===== src/rtl/tone_recorder_if.sv =====
`default_nettype none
// ============================================================================
//  Module : tone_recorder_if
//  Brief  : Control, live-tone and playback signals of the tone recorder.
//  Rev    : 1.0 - initial release
// ============================================================================
interface tone_recorder_if #(
    parameter int TONE_W = 16,
    parameter int ADDR_W = 6
);
    logic              rec_start;
    logic              play_start;
    logic              stop;
    logic [TONE_W-1:0] live_tone;
    logic [TONE_W-1:0] rec_tone;
    logic [1:0]        state;
    logic [ADDR_W:0]   rec_len;
    logic              full;
    logic              play_done;

    modport master (
        output rec_start, play_start, stop, live_tone,
        input  rec_tone, state, rec_len, full, play_done
    );

    modport slave (
        input  rec_start, play_start, stop, live_tone,
        output rec_tone, state, rec_len, full, play_done
    );
endinterface
`default_nettype wire


===== src/rtl/tone_recorder.sv =====
`default_nettype none
// ============================================================================
//  Module : tone_recorder
//  Brief  : Samples the live tone once per beat into a note buffer and replays
//           it at the same beat rate.
//  Rev    : 1.0 - initial release
// ============================================================================
module tone_recorder #(
    parameter int TONE_W      = 16,
    parameter int DEPTH       = 64,
    parameter int ADDR_W      = 6,
    parameter int BEAT_PERIOD = 6000000
) (
    input  wire logic      clk,
    input  wire logic      rst_n,
    tone_recorder_if.slave bus
);

    localparam int              c_BEAT_W    = (BEAT_PERIOD > 1) ? $clog2(BEAT_PERIOD) : 1;
    localparam logic [c_BEAT_W-1:0] c_BEAT_LAST = c_BEAT_W'(BEAT_PERIOD - 1);
    localparam logic [ADDR_W:0] c_DEPTH_M1  = (ADDR_W + 1)'(DEPTH - 1);

    localparam logic [1:0] c_IDLE   = 2'b00;
    localparam logic [1:0] c_RECORD = 2'b01;
    localparam logic [1:0] c_PLAY   = 2'b10;

    logic [1:0]          r_state;
    logic [c_BEAT_W-1:0] r_beat_cnt;
    logic [ADDR_W-1:0]   r_wr_ptr;
    logic [ADDR_W-1:0]   r_rd_ptr;
    logic [ADDR_W:0]     r_rec_len;
    logic                r_full;
    logic                r_play_done;
    logic [TONE_W-1:0]   r_rec_tone;
    logic [TONE_W-1:0]   r_mem [DEPTH];

    logic w_beat;
    logic w_last_note;
    logic w_rec_last;
    logic w_mem_we;

    assign w_beat      = (r_beat_cnt == c_BEAT_LAST);
    assign w_last_note = ({1'b0, r_rd_ptr} == (r_rec_len - 1'b1));
    assign w_rec_last  = (r_rec_len == c_DEPTH_M1);
    assign w_mem_we    = rst_n && (r_state == c_RECORD) && !bus.stop && w_beat;

    // Buffer content survives reset; rec_len alone decides what is valid.
    always_ff @(posedge clk) begin
        if (w_mem_we) begin
            r_mem[r_wr_ptr] <= bus.live_tone;
        end
    end

    always_ff @(posedge clk) begin
        if (!rst_n) begin
            r_state     <= c_IDLE;
            r_beat_cnt  <= '0;
            r_wr_ptr    <= '0;
            r_rd_ptr    <= '0;
            r_rec_len   <= '0;
            r_full      <= 1'b0;
            r_play_done <= 1'b0;
            r_rec_tone  <= '0;
        end else begin
            r_play_done <= 1'b0;
            r_rec_tone  <= (r_state == c_PLAY) ? r_mem[r_rd_ptr] : '0;

            case (r_state)
                c_IDLE: begin
                    r_beat_cnt <= '0;
                    if (bus.rec_start) begin
                        r_state   <= c_RECORD;
                        r_wr_ptr  <= '0;
                        r_rec_len <= '0;
                        r_full    <= 1'b0;
                    end else if (bus.play_start) begin
                        if (r_rec_len == '0) begin
                            r_play_done <= 1'b1;
                        end else begin
                            r_state  <= c_PLAY;
                            r_rd_ptr <= '0;
                        end
                    end
                end

                c_RECORD: begin
                    if (bus.stop) begin
                        r_state    <= c_IDLE;
                        r_beat_cnt <= '0;
                    end else if (w_beat) begin
                        r_beat_cnt <= '0;
                        r_rec_len  <= r_rec_len + 1'b1;
                        // Pointer is held on the final write so it stays below DEPTH.
                        if (w_rec_last) begin
                            r_full  <= 1'b1;
                            r_state <= c_IDLE;
                        end else begin
                            r_wr_ptr <= r_wr_ptr + 1'b1;
                        end
                    end else begin
                        r_beat_cnt <= r_beat_cnt + 1'b1;
                    end
                end

                c_PLAY: begin
                    if (bus.stop) begin
                        r_state    <= c_IDLE;
                        r_beat_cnt <= '0;
                    end else if (w_beat) begin
                        r_beat_cnt <= '0;
                        if (w_last_note) begin
                            r_state     <= c_IDLE;
                            r_play_done <= 1'b1;
                        end else begin
                            r_rd_ptr <= r_rd_ptr + 1'b1;
                        end
                    end else begin
                        r_beat_cnt <= r_beat_cnt + 1'b1;
                    end
                end

                default: begin
                    r_state    <= c_IDLE;
                    r_beat_cnt <= '0;
                end
            endcase
        end
    end

    assign bus.rec_tone  = r_rec_tone;
    assign bus.state     = r_state;
    assign bus.rec_len   = r_rec_len;
    assign bus.full      = r_full;
    assign bus.play_done = r_play_done;

endmodule
`default_nettype wire


===== src/flat_wrapper.sv =====
// flat-port wrapper written by rule: the top's interface ports become plain ports
module tone_recorder_flat 
#(
    parameter int TONE_W      = 16,
    parameter int DEPTH       = 64,
    parameter int ADDR_W      = 6,
    parameter int BEAT_PERIOD = 6000000
)
  (clk, rst_n, bus_rec_start, bus_play_start, bus_stop, bus_live_tone, bus_rec_tone, bus_state, bus_rec_len, bus_full, bus_play_done);
  tone_recorder_if #(.TONE_W(TONE_W), .ADDR_W(ADDR_W)) bus_i ();
  input  wire logic clk;
  input  wire logic rst_n;
  input wire logic [$bits(bus_i.rec_start)-1:0] bus_rec_start;
  input wire logic [$bits(bus_i.play_start)-1:0] bus_play_start;
  input wire logic [$bits(bus_i.stop)-1:0] bus_stop;
  input wire logic [$bits(bus_i.live_tone)-1:0] bus_live_tone;
  output wire logic [$bits(bus_i.rec_tone)-1:0] bus_rec_tone;
  output wire logic [$bits(bus_i.state)-1:0] bus_state;
  output wire logic [$bits(bus_i.rec_len)-1:0] bus_rec_len;
  output wire logic [$bits(bus_i.full)-1:0] bus_full;
  output wire logic [$bits(bus_i.play_done)-1:0] bus_play_done;
  assign bus_i.rec_start = bus_rec_start;
  assign bus_i.play_start = bus_play_start;
  assign bus_i.stop = bus_stop;
  assign bus_i.live_tone = bus_live_tone;
  assign bus_rec_tone = bus_i.rec_tone;
  assign bus_state = bus_i.state;
  assign bus_rec_len = bus_i.rec_len;
  assign bus_full = bus_i.full;
  assign bus_play_done = bus_i.play_done;
  tone_recorder #(.TONE_W(TONE_W), .DEPTH(DEPTH), .ADDR_W(ADDR_W), .BEAT_PERIOD(BEAT_PERIOD)) u_core (.clk(clk), .rst_n(rst_n), .bus(bus_i));
endmodule

===== config.mk =====
export PLATFORM = sky130hd
export DESIGN_NAME = tone_recorder_flat
export DESIGN_NICKNAME = d
export VERILOG_FILES = /design/src/rtl/tone_recorder_if.sv /design/src/rtl/tone_recorder.sv /design/src/flat_wrapper.sv
export SDC_FILE = /design/constraint.sdc
export NUM_CORES = 1
export LEC_CHECK = 0
export BUFFER_PORTS_ARGS = -buffer_cell sky130_fd_sc_hd__buf_2
export CORE_MARGIN = 8
export CORE_UTILIZATION = 63
export DETAILED_ROUTE_END_ITERATION = 6
export PLACE_DENSITY = 0.81
export SYNTH_ARGS = -nofsm -noshare
export SYNTH_HDL_FRONTEND = slang
export SYNTH_SLANG_ARGS = --single-unit

===== constraint.sdc =====
create_clock -name clk -period 4.1 [get_ports clk]
set_clock_uncertainty 0.1 [all_clocks]
set_input_delay 0.205 -clock clk [delete_from_list [all_inputs] [get_ports clk]]
set_output_delay 0.205 -clock clk [all_outputs]
set_load 0.03 [all_outputs]

# After elaboration in Yosys (flattened, before gate mapping)
# Memories as Yosys holds them, arrays and structs flattened. A register that Yosys moved wholly into a read port is not among the register bits.
# Index checks and enable logic that the tools add are counted.
classes:
  n_addsub: 5
  n_mux: 40
  n_eq_ne: 22
  reduce_logical: 17
  n_bitwise: 2
op_table:
  columns: ["cell", "n"]
  rows:
  - ["$mux 6", 10]
  - ["$pmux 6 s2", 2]
  - ["$add 23x1->23 const B", 1]
  - ["$eq 23x23->1 const B", 1]
  - ["$mux 7", 3]
  - ["$mux 2", 9]
  - ["$ne 2x2->1 const B", 8]
  - ["$pmux 7 s2", 1]
  - ["$add 6x1->6 const B", 2]
  - ["$mux 1", 12]
  - ["$ne 3x2->1 const B", 4]
  - ["$reduce_and 5->1", 2]
  - ["$add 7x1->7 const B", 1]
  - ["$eq 6x7->1", 1]
  - ["$eq 7x6->1 const B", 1]
  - ["$logic_not 7->1", 1]
  - ["$reduce_and 7->1", 1]
  - ["$sub 7x1->7 const B", 1]
  - ["$ne 2x1->1 const B", 3]
  - ["$ne 3x3->1 const B", 2]
  - ["$pmux 2 s3", 1]
  - ["$reduce_and 6->1", 1]
  - ["$pmux 1 s2", 2]
  - ["$reduce_and 4->1", 1]
  - ["10 further kinds", 15]
totals:
  output_inout_bits: 27
  regBits: 46
  n_memories: 1
  ram_bits: 1024
  wordCells: 94
mem_list:
  columns: ["memory", "depth", "word_bits", "read_ports", "rd_ports_with_merged_regs", "wr", "line", "rtl"]
  rows:
  - ["u_core.r_mem", 64, 16, 1, 1, 1, "tone_recorder.sv:35", "logic [TONE_W-1:0] r_mem [DEPTH];"]

# Logic depth before layout (Yosys ltp)
logic_depth:
  ltp_word: 6
  depth_mapped: 9
  ltp_nobuf: 8

# Least setup slack after synthesis
# OpenSTA, ideal clock, no wires.
synth_path:
  path_kind: "register to register"
  startpoint: "reg u_core.r_beat_cnt[15]"
  endpoint: "mem u_core.r_mem[24][0], enable pin"
  setup_time_ns: 0.388
  path_stages_with_launch: 8
  arrival_time_ns: 2.728
  t_required_ns: 3.612
  setup_slack_ns: 0.883
  cell_sequence: "dfxtp_1 > nor4bb_1 > nand3_1 > or4_1 > buf_2 > nor3_2 > nand3_1 > nor2_1"
synth_via:
  elab_chain_cells: 4
synth_lines:
  columns: ["element", "line", "rtl"]
  rows:
  - ["from (decl)", "tone_recorder.sv:28", "logic [c_BEAT_W-1:0] r_beat_cnt;"]
  - ["from (signal assigned)", "tone_recorder.sv:101", "r_beat_cnt <= r_beat_cnt + 1'b1;"]
  - ["from (signal assigned)", "tone_recorder.sv:118", "r_beat_cnt <= r_beat_cnt + 1'b1;"]
  - ["$eq 23x23->1", "tone_recorder.sv:42", "assign w_beat = (r_beat_cnt == c_BEAT_LAST);"]
  - ["$logic_and 1x1->1", "tone_recorder.sv:45", "assign w_mem_we = rst_n && (r_state == c_RECORD) && !bus.stop && w_beat;"]
  - ["$mux 1", "tone_recorder.sv:49", "if (w_mem_we) begin"]
  - ["$mux 1 (not written as such)", "tone_recorder.sv:50", "r_mem[r_wr_ptr] <= bus.live_tone;"]
  - ["to (decl)", "tone_recorder.sv:35", null]
# No other way between the ends.

# Worst setup path in the final report
layout_path:
  startpoint: "reg u_core.r_beat_cnt[0]"
  endpoint: "mem u_core.r_mem[7][4], enable pin"
# Same word-level chain as after synthesis.

==> results.json <==
{
  "place_inst": 3015,
  "arrival_ns": 3.61,
  "synth-edff-count": 1024,
  "syn_area_um2": 42200,
  "drive_above_1_share": 0.274,
  "ys_types": 67,
  "rrSetupSlack_ns": 0.74,
  "final_common_cell": "edfxtp_1",
  "dieArea_um2": 75600,
  "clock.fmax_mhz": 298,
  "path_class": "register to register",
  "fin_crit_sh": 0.818,
  "fin_setup_tns_ns": 0,
  "grt_overflow": 0,
  "clock_path_buffers": 3,
  "cts_inserted_buffers": 103,
  "routed_wl_um": 108000,
  "worstPathRequired_ns": 4.35,
  "cap_viol_max_count": 0,
  "syn_inst": 2067,
  "wl_per_cell_um": 33.6,
  "viasPerCell": 6.97,
  "cpPeakStageDelay_ns": 0.55,
  "io_buffers": 47,
  "ys_warn_count": 0,
  "r2r-end": "u_core.r_mem[7][4]",
  "synth-seq-cells": 1086,
  "die_w_um": 275,
  "synthArstFlopShare": 0,
  "max_slew_margin": 0.120,
  "grt_first_pass_wirelength_um": 156000,
  "cp-start-kind": "register",
  "start_util": 0.632,
  "grt_max_degree": 58,
  "reg2regPathDepth": 9,
  "core_um2": 66800,
  "min_path_type": "input port to register",
  "rows": 95,
  "drt_iter0_drc": 3586,
  "drcViolationCount": 0,
  "post-cts-setup-buffers": 0,
  "cts_tree": "done",
  "root_buffer": "clkbuf_16",
  "synth-main-ff-cell": "edfxtp_1",
  "ios": 48,
  "p_per_area_nw_per_um2": 468,
  "cts.reportedPaths.clkPinSlew_ns": 0.06,
  "r2r-start": "u_core.r_beat_cnt[0]",
  "min_path_cells": 1,
  "tightest_slew_ns": 1.32,
  "syn_nets": 2097,
  "multi_input_area_um2": 9720,
  "cp_cell_sequence": "ha_1, nand4_1, or4_1, buf_4, nor3_2, buf_4, nand2_1, nor2_1, buf_4",
  "fin_cells": 3214,
  "endpoint_kind": "register",
  "clock_sinks": 1086,
  "min_period_ns": 3.36,
  "setup_violations": 0,
  "antenna_found_initial": 3,
  "dp_hpwl_um": 64100,
  "nets": 2286,
  "postSynthAreaPerCell_um2": 20.4,
  "min-delay-start": "bus_live_tone[12]",
  "clk_latency_ns": 0.67,
  "ant_nets": 0,
  "cp_common_cell": "buf_4",
  "register_area_um2": 32000,
  "grtUsageTotal": 0.290,
  "first_global_vias": 22513,
  "status": "complete, no violations",
  "p_leak_uw": 0.0150,
  "yosysSeqAreaShare": 0.757,
  "critPathSlowestCell": "or4_1",
  "holdPathEnd": "u_core.r_mem[35][12]",
  "finalHoldViolations": 0,
  "rsz0062_at_grt": "no",
  "htreeDepth": 3,
  "drt_pre_antenna_iters": 6,
  "maxSlewViolCount": 0,
  "place_congestion": 0.923,
  "irDropWorstVdd_uv": 314,
  "die_y_um": 275,
  "vias": 22416,
  "final_cell_mix": "edfxtp_1 (1,024), mux4_2 (273), buf_4 (134), nor2_1 (128), clkbuf_16 (104)",
  "area_growth_pct": 13.2,
  "critPathMaxFanout": 13,
  "holdWs_ns": 0.0810,
  "fillers": 3681
}
## cells by family (layout without fill, tap and decap cells)
logic type	after synthesis	in the layout	synth area share
buffers and inverters	126	398	0.0126
AO/OA/AOI/OAI	126	126	0.0223
XOR/XNOR	37	37	0.00767
flip-flops	1086	1086	0.757
other	0	2	0
multiplexers	323	323	0.158
adder cells (fa/ha/maj)	9	9	0.00267
AND/OR/NAND/NOR	360	360	0.0400
## what timing repair did
action / 4_1_cts / 5_1_grt
hold buffers: 9 / 0
gates resized for setup: 0 / 0
hold endpoints to repair: 27 / 0
## worst max path at each step
stage / start / endpoint / cells after the start / slack [ns]
floorplan: u_core.r_beat_cnt[15] / u_core.r_mem[24][0] / 7 / 0.88
global placement: u_core.r_beat_cnt[15] / u_core.r_mem[7][0] / 9 / 0.96
finish: u_core.r_beat_cnt[0] / u_core.r_mem[7][4] / 9 / 0.74
detailed placement: u_core.r_beat_cnt[3] / u_core.r_mem[7][3] / 9 / 0.92
global route: u_core.r_beat_cnt[0] / u_core.r_mem[7][11] / 9 / 0.59
CTS: u_core.r_rd_ptr[2] / u_core.bus.state[0] / 7 / 0.79
## through the flow
step	power [uW]	worst slack (ns)	utilization	instance area, um^2
after floorplan	12500	0.883	-	42200
after global placement	12800	0.962	0.662	44200
after CTS	22400	0.794	0.716	47800
after detailed placement	12800	0.917	0.662	44200
final	22400	0.745	0.716	47800
after global routing	22800	0.593	0.716	47800
## critical path: cells and delay by family (launching register included)
family        cells  cell delay [ns]
flops             1             0.35
buf+inv           3             0.73
fa+ha+maj         1             0.30
simple gates      5             1.58
## sequential cells by signal, indices dropped and copies added (netlist names)
name / flops
u_core.bus.play_done: 1
u_core.r_wr_ptr: 6
u_core.bus.rec_len: 7
u_core.r_rd_ptr: 6
u_core.bus.rec_tone: 16
u_core.bus.full: 1
u_core.r_beat_cnt: 23
u_core.r_mem: 1024
u_core.bus.state: 2
## cells in the mapped netlist, types with 3 or more instances
master,n,area share
edfxtp_1,1024,0.73
mux4_2,273,0.15
nor2_1,128,0.011
nand2_1,101,0.0090
dfxtp_1,62,0.029
clkbuf_1,59,0.0052
mux2i_1,49,0.012
nand3_1,37,0.0044
buf_2,30,0.0036
a211oi_1,21,0.0037
a32oi_1,21,0.0044
xnor2_1,19,0.0039
buf_1,18,0.0016
xor2_1,18,0.0037
o22ai_1,16,0.0024
nor3_1,15,0.0018
a21oi_1,14,0.0017
nor2b_1,14,0.0021
inv_1,12,0.0011
and3_1,11,0.0016
ha_1,9,0.0027
nand3b_1,9,0.0016
a31oi_1,8,0.0012
nand4_1,7,0.0010
buf_4,6,0.0011
o211ai_1,6,0.0011
o21ai_1,6,0.00071
and2_1,5,0.00074
and4_1,5,0.0010
or3_1,5,0.00074
a21boi_1,4,0.00071
nand2b_1,4,0.00059
a221o_1,3,0.00071
a22o_1,3,0.00062
a311oi_1,3,0.00062
o21ai_0,3,0.00036
## power breakdown
part	switching (uW)	total (uW)	internal [uW]	leakage, uW
registers	17.4	12100	12100	0.00970
logic	365	459	93.7	0.00364
clock network	4110	9780	5670	0.00169
total	4490	22400	17900	0.0150
## cell type report
type                    count  area share
multi-input cells         855       0.203
well taps                 873      0.0228
diodes                      2    0.000105
clock inverters            74      0.0176
inverters                  13     0.00105
clock buffers             114      0.0552
repair buffers            197      0.0308
flip-flops and latches   1086       0.669
## per-layer routing
| layer | global-route usage | wire [um] | vias to the layer above |
|---|---|---|---|
| met4 | 0.127 | 5450 | 4 |
| met2 | 0.450 | 50800 | 1750 |
| met5 | 0 | 23 | - |
| met1 | 0.392 | 38300 | 11461 |
| li1 | - | - | 8884 |
| met3 | 0.0751 | 13300 | 317 |
Note: power is estimated with default switching activity, not from simulation.
